===== src/rtl/pipeline_hazard_ctrl.sv =====
// pipeline_hazard_ctrl: stall/flush sequencer for the 5-stage pipeline.
// Detects ID/EX load-use hazards, flushes on taken branches, freezes the whole
// pipeline while data memory is busy, halts on a hung memory access and keeps
// a saturating count of front-end stall cycles.
// Ports:
//   clk, rst                 clock, asynchronous active-high reset
//   id_rs1/id_rs2, *_used    ID source registers and their use flags
//   ex_mem_read, ex_rd       EX load flag and destination register
//   ex_branch_taken          branch resolved taken in EX
//   mem_req, mem_ready       data memory handshake
//   pc_en, *_en              PC and pipeline register write enables
//   if_id_flush, id_ex_bubble  NOP/bubble injection
//   halted, mem_timeout      halt status and sticky timeout flag
//   stall_cycles             saturating front-end stall counter
//   state                    RUN=0, LU_STALL=1, HALT=2
module pipeline_hazard_ctrl #(
  parameter int unsigned LU_CYCLES   = 1,
  parameter int unsigned MEM_TIMEOUT = 64
) (
  input  logic        clk,
  input  logic        rst,
  input  logic [2:0]  id_rs1,
  input  logic [2:0]  id_rs2,
  input  logic        id_rs1_used,
  input  logic        id_rs2_used,
  input  logic        ex_mem_read,
  input  logic [2:0]  ex_rd,
  input  logic        ex_branch_taken,
  input  logic        mem_req,
  input  logic        mem_ready,
  output logic        pc_en,
  output logic        if_id_en,
  output logic        id_ex_en,
  output logic        ex_mem_en,
  output logic        mem_wb_en,
  output logic        if_id_flush,
  output logic        id_ex_bubble,
  output logic        halted,
  output logic        mem_timeout,
  output logic [15:0] stall_cycles,
  output logic [1:0]  state
);

  localparam int unsigned LU_W    = 3;
  localparam int unsigned WAIT_W  = 8;
  localparam int unsigned STALL_W = 16;
  localparam bit          MULTI_LU = (LU_CYCLES > 1);

  typedef enum logic [1:0] {
    S_RUN      = 2'd0,
    S_LU_STALL = 2'd1,
    S_HALT     = 2'd2
  } state_t;

  state_t               r_state;
  state_t               w_state_nxt;
  logic [LU_W-1:0]      r_lu_cnt;
  logic [LU_W-1:0]      w_lu_cnt_nxt;
  logic [WAIT_W-1:0]    r_wait_cnt;
  logic [STALL_W-1:0]   r_stall_cycles;
  logic                 r_mem_timeout;
  logic                 w_lu;
  logic                 w_freeze;
  logic                 w_freeze_act;
  logic                 w_timeout_hit;

  assign w_lu = ex_mem_read & ((id_rs1_used & (ex_rd == id_rs1)) |
                               (id_rs2_used & (ex_rd == id_rs2)));
  assign w_freeze      = mem_req & ~mem_ready;
  // Freeze only matters outside HALT; HALT already owns the pipeline.
  assign w_freeze_act  = w_freeze & (r_state != S_HALT);
  assign w_timeout_hit = w_freeze_act & (r_wait_cnt == WAIT_W'(MEM_TIMEOUT - 1));

  assign state        = r_state;
  assign mem_timeout  = r_mem_timeout;
  assign stall_cycles = r_stall_cycles;

  // State register and load-use bubble counter.
  always_ff @(posedge clk or posedge rst) begin
    if (rst) begin
      r_state  <= S_RUN;
      r_lu_cnt <= '0;
    end else begin
      r_state  <= w_state_nxt;
      r_lu_cnt <= w_lu_cnt_nxt;
    end
  end

  // Next state: freeze holds everything; a hazard in RUN opens the stall window.
  always_comb begin
    w_state_nxt  = r_state;
    w_lu_cnt_nxt = r_lu_cnt;
    if (r_state != S_HALT) begin
      if (w_freeze) begin
        if (w_timeout_hit) w_state_nxt = S_HALT;
      end else if (r_state == S_LU_STALL) begin
        w_lu_cnt_nxt = r_lu_cnt - LU_W'(1);
        if (r_lu_cnt == LU_W'(1)) w_state_nxt = S_RUN;
      end else if (!ex_branch_taken && w_lu && MULTI_LU) begin
        w_state_nxt  = S_LU_STALL;
        w_lu_cnt_nxt = LU_W'(LU_CYCLES - 1);
      end
    end
  end

  // Output decode in priority order: rst, HALT, freeze, branch, load-use.
  always_comb begin
    pc_en        = 1'b0;
    if_id_en     = 1'b0;
    id_ex_en     = 1'b0;
    ex_mem_en    = 1'b0;
    mem_wb_en    = 1'b0;
    if_id_flush  = 1'b0;
    id_ex_bubble = 1'b0;
    halted       = 1'b0;
    if (!rst) begin
      if (r_state == S_HALT) begin
        halted = 1'b1;
      end else if (!w_freeze) begin
        if (r_state == S_LU_STALL || (!ex_branch_taken && w_lu)) begin
          id_ex_en     = 1'b1;
          ex_mem_en    = 1'b1;
          mem_wb_en    = 1'b1;
          id_ex_bubble = 1'b1;
        end else begin
          pc_en        = 1'b1;
          if_id_en     = 1'b1;
          id_ex_en     = 1'b1;
          ex_mem_en    = 1'b1;
          mem_wb_en    = 1'b1;
          if_id_flush  = ex_branch_taken;
          id_ex_bubble = ex_branch_taken;
        end
      end
    end
  end

  // Freeze watchdog, sticky timeout flag and saturating stall counter.
  always_ff @(posedge clk or posedge rst) begin
    if (rst) begin
      r_wait_cnt     <= '0;
      r_mem_timeout  <= 1'b0;
      r_stall_cycles <= '0;
    end else begin
      r_wait_cnt <= w_freeze_act ? (r_wait_cnt + WAIT_W'(1)) : '0;
      if (w_timeout_hit) r_mem_timeout <= 1'b1;
      if (!pc_en && (r_state != S_HALT) && !w_freeze && (r_stall_cycles != '1))
        r_stall_cycles <= r_stall_cycles + STALL_W'(1);
    end
  end

endmodule

===== config.mk =====
export PLATFORM = sky130hd
export DESIGN_NAME = pipeline_hazard_ctrl
export DESIGN_NICKNAME = d
export VERILOG_FILES = /design/src/rtl/pipeline_hazard_ctrl.sv
export SDC_FILE = /design/constraint.sdc
export NUM_CORES = 1
export LEC_CHECK = 0
export CAP_MARGIN = 20
export CORE_ASPECT_RATIO = 1.5
export CORE_MARGIN = 2
export CORE_UTILIZATION = 45
export DETAILED_ROUTE_END_ITERATION = 10
export PLACE_DENSITY_LB_ADDON = 0.25
export SYNTH_ARGS = -nofsm -noshare
export SYNTH_HDL_FRONTEND = slang
export SYNTH_SLANG_ARGS = --single-unit

===== constraint.sdc =====
create_clock -name clk -period 2.14 [get_ports clk]
set_input_delay 0.321 -clock clk [delete_from_list [all_inputs] [get_ports clk]]
set_output_delay 0.321 -clock clk [all_outputs]
set_load 0.01 [all_outputs]

==> summary.md <==
- **largest net degree at the start of global routing** 27
- **proportion of power drawn by flip-flops and latches** 45.8%
- **number of buffers inserted during clock tree synthesis** 3
- **final worst path period share** 94.44%
- **synthesized area divided by synthesized cell count** 10.26 µm²
- **flop2flop setup slack** 0.30 ns
- **result of the run** complete, no violations
- **largest buffer count on any clock path** 2
- **number of buffers added on ports** 42
- **Final Critical Period** 2.021 ns
- **highest-count cells in the layout ignoring fill and taps** 35 x sky130_fd_sc_hd__clkdlybuf4s50_1, 26 x sky130_fd_sc_hd__dfrtp_1, 20 x sky130_fd_sc_hd__xnor2_1
- **buffers inserted by post-CTS timing repair** 0
- **count of state elements after synthesis** 26
- **clk slew on worst S/H paths** 0.08 ns
- **num ports** 44
- **clock tree from TritonCTS** built
- **Area growth, synth to finish** 43.42%
- **length of the first detailed-routing pass in iterations** 4
- **cell breakdown of the critical path** clkdlybuf4s50_1, xnor2_1, nand4_1, nand2_1, a21oi_1, nor3_1, dlygate4sd2_1
- **path type of the worst setup path** in -> out
- **via count of the first global-routing pass** 1066
- **Std-Cell Core Area** 2705 µm²
- **Post-Synthesis Cells** 127
- **final net count** 196
- **kind of cell with the highest combined delay on the critical path** buffers and inverters
- **Mapped Nets** 146
- **Clock Power Share** 28.4%
- **count of final max-slew check failures** 0
- **wire length after detailed routing** 2749 µm
- **crit path setup slack, layout** 0.1190 ns
- **wire length of the first global-routing pass** 4547 µm
- **via total after detailed routing** 1056
- **Tightest Hold Check Type** reg -> reg
- **DP HPWL** 2133 µm
- **number of different library cells in the post-synthesis netlist** 27
- **flip-flop and latch area** 650.6 µm²
- **n_diodes** 0
- **Remaining Overflow, GRT** 0
- **ratio of routed vias to standard cells** 4.958
- **internal power of the cells** 1021 µW
- **overall track demand over capacity in global routing** 18.49%
- **power share of the combinational group** 25.8%
- **Crit Reg-Reg Startpoint** stall_cycles[0]
- **placer congestion estimate** 0.7214
- **final setup TNS** 0 ns
- **DIE AREA** 3349 µm²
- **Residual DRC** 0
- **Finish-stage setup viols** 0
- **largest stage delay on the critical path** 0.45 ns
- **sequential cell area fraction in the yosys report** 49.95%
- **Fin. Hold Viols** 0
- **initial antenna violation count** 0
- **height of the die** 69.89 µm
- **starting DRC count in detailed routing** 11
- **Layout fillers** 238
- **net switching component of the power** 364.5 µW
- **worst-path fanout max** 2
- **utilization after layout** 69.06%
- **critical path data required time** 1.82 ns
- **reg2reg path depth** 7
- **pwr dens** 741.8 nW/µm²
- **Die X** 47.93 µm
- **capture endpoint of the worst hold path** mem_timeout
- **Critical Path Sink Type** output port
- **number of cells on the worst hold path** 1
- **post-placement worst setup slack** -0.1774 ns
- **number of maximum-capacitance violations** 0
- **dominant register cell in the synthesized netlist** sky130_fd_sc_hd__dfrtp_1
- **starting density of the core** 48.15%
- **final routed wire length divided by cell count** 12.91 µm
- **data arrival time of the critical path** 1.70 ns
- **H-tree levels** 1
- **number of enable flip-flop cells after synthesis** 0
- **number of nets with antenna violations after routing** 0
- **maximum achievable frequency** 494.8 MHz
- **Static Leak** 0.0008428 µW
- **unrepaired setup endpoints after global routing** false
- **most common cell after layout, fill and taps aside** sky130_fd_sc_hd__clkdlybuf4s50_1
- **area of the multi-input gates** 601.8 µm²
- **source of the worst hold timing path** mem_timeout
- **clock sink count** 26
- **worst voltage drop across the vdd grid** 0.6836 mV
- **share of layout cells above drive strength 1** 8.523%
- **number of placement rows** 23
- **crit path max-delay cell type** sky130_fd_sc_hd__clkdlybuf4s50_1
- **insertion delay of the later-clocked pin in the worst-skew pair** 0.26 ns
- **area of the mapped netlist** 1302 µm²
- **switching part of the total power** 26.30%
- **async set-or-reset flop fraction in the synthesized netlist** 100.0%
- **kind of start point of the critical path** input pin
- **clock skew after layout** 0.002912 ns
- **Critical R2R Capture** stall_cycles[6]
- **hold bufs inserted after CTS** 0
- **clk root buf** sky130_fd_sc_hd__clkbuf_8
- **number of buffers and inverters on the critical path** 2
- **Synth Warn #** 0
[routing by layer]
| layer | global-route usage [%] | wire length [µm] | up-vias |
|---|---|---|---|
| met1 | 23.50 | 1131 | 496 |
| met3 | 4.134 | 225 | 2 |
| met5 | 0 | 0 | - |
| met2 | 30.22 | 1368 | 39 |
| li1 | - | - | 519 |
| met4 | 5.405 | 24 | 0 |
[area by class of cell]
cell class / instances / share of cell area [%]
Clock inverter: 1 / 1.608
Clock buffer: 3 / 2.210
Timing Repair Buffer: 50 / 25.85
Inverter: 4 / 0.8038
Sequential cell: 26 / 34.83
Tap cell: 37 / 2.478
Multi-Input combinational cell: 92 / 32.22
[flip-flops by register name (all words and copies together), names as in the netlist]
signal and cells:
mem_timeout 1, r_wait_cnt 8, stall_cycles 16, state 1
[worst max path at each step]
stage	start	endpoint	slack (ns)	cells past startpoint
2_1_floorplan	stall_cycles[0]	stall_cycles[6]	0.34	7
3_5_place_dp	ex_rd[1]	id_ex_bubble	-0.18	7
6_report	ex_rd[1]	id_ex_bubble	0.12	7
4_1_cts	mem_ready	ex_mem_en	0.005	6
5_1_grt	ex_rd[1]	pc_en	0.04	6
3_3_place_gp	ex_rd[0]	id_ex_bubble	-0.13	7
[worst reg2reg max path, stage by stage, from the launching register on]
cell and delay, ns:
sky130_fd_sc_hd__dfrtp_1 0.45, sky130_fd_sc_hd__ha_1 0.24, sky130_fd_sc_hd__nand3_1 0.11, sky130_fd_sc_hd__nor2_1 0.08, sky130_fd_sc_hd__a31oi_1 0.16, sky130_fd_sc_hd__o21a_2 0.18, sky130_fd_sc_hd__or3b_1 0.37, sky130_fd_sc_hd__xnor2_1 0.14
[cell usage after synthesis (all sizes together) (2+ instances only)]
| library cell | instances | area, µm² |
|---|---|---|
| a21oi | 2 | 13.76 |
| and2 | 2 | 12.51 |
| and3 | 3 | 18.77 |
| buf | 5 | 35.03 |
| dfrtp | 26 | 650.6 |
| ha | 2 | 25.02 |
| inv | 4 | 15.01 |
| nand2 | 6 | 22.52 |
| nand2b | 4 | 25.02 |
| nand3 | 14 | 70.07 |
| nand4 | 6 | 37.54 |
| nor2 | 13 | 48.80 |
| nor3 | 3 | 15.01 |
| xnor2 | 20 | 175.2 |
| xor2 | 7 | 61.31 |
[power groups by stage]
| stage | Sequential (µW) | Combinational [µW] | Clock (µW) |
|---|---|---|---|
| after floorplan | 659 | 138 | 0 |
| after global placement | 640 | 360 | 0 |
| after detailed placement | 646 | 365 | 0 |
| after CTS | 637 | 365 | 406 |
| after global routing | 649 | 389 | 427 |
| final | 635 | 358 | 393 |
[cell families (layout without fill, tap and decap cells)]
kind of cell / Yosys count / in the layout / synth area share, %
simple gates: 56 / 56 / 22.19
xor+xnor: 27 / 27 / 18.16
flops: 26 / 26 / 49.95
buf+inv: 9 / 58 / 3.842
compound gates: 5 / 5 / 2.786
fa+ha+maj: 2 / 2 / 1.921
other cells: 1 / 1 / 0.2879
mux: 1 / 1 / 0.8645
[through the flow]
stage	area [µm²]	std cells	power (µW)	hold slack, ns
after floorplan	1303	127	796.8	0.3610
after global placement	1794	209	1000	0.4504
after detailed placement	1794	209	1011	0.4514
after CTS	1861	213	1408	0.4768
after global routing	1868	213	1465	0.4903
final	1868	213	1386	0.4708
[what timing repair did]
action                                  in CTS  in global routing
gates resized for setup                      4                  3
endpoints found under the setup margin       4                  3
pin swaps                                    0                  0
No activity file was read; power rests on OpenSTA's default activity.
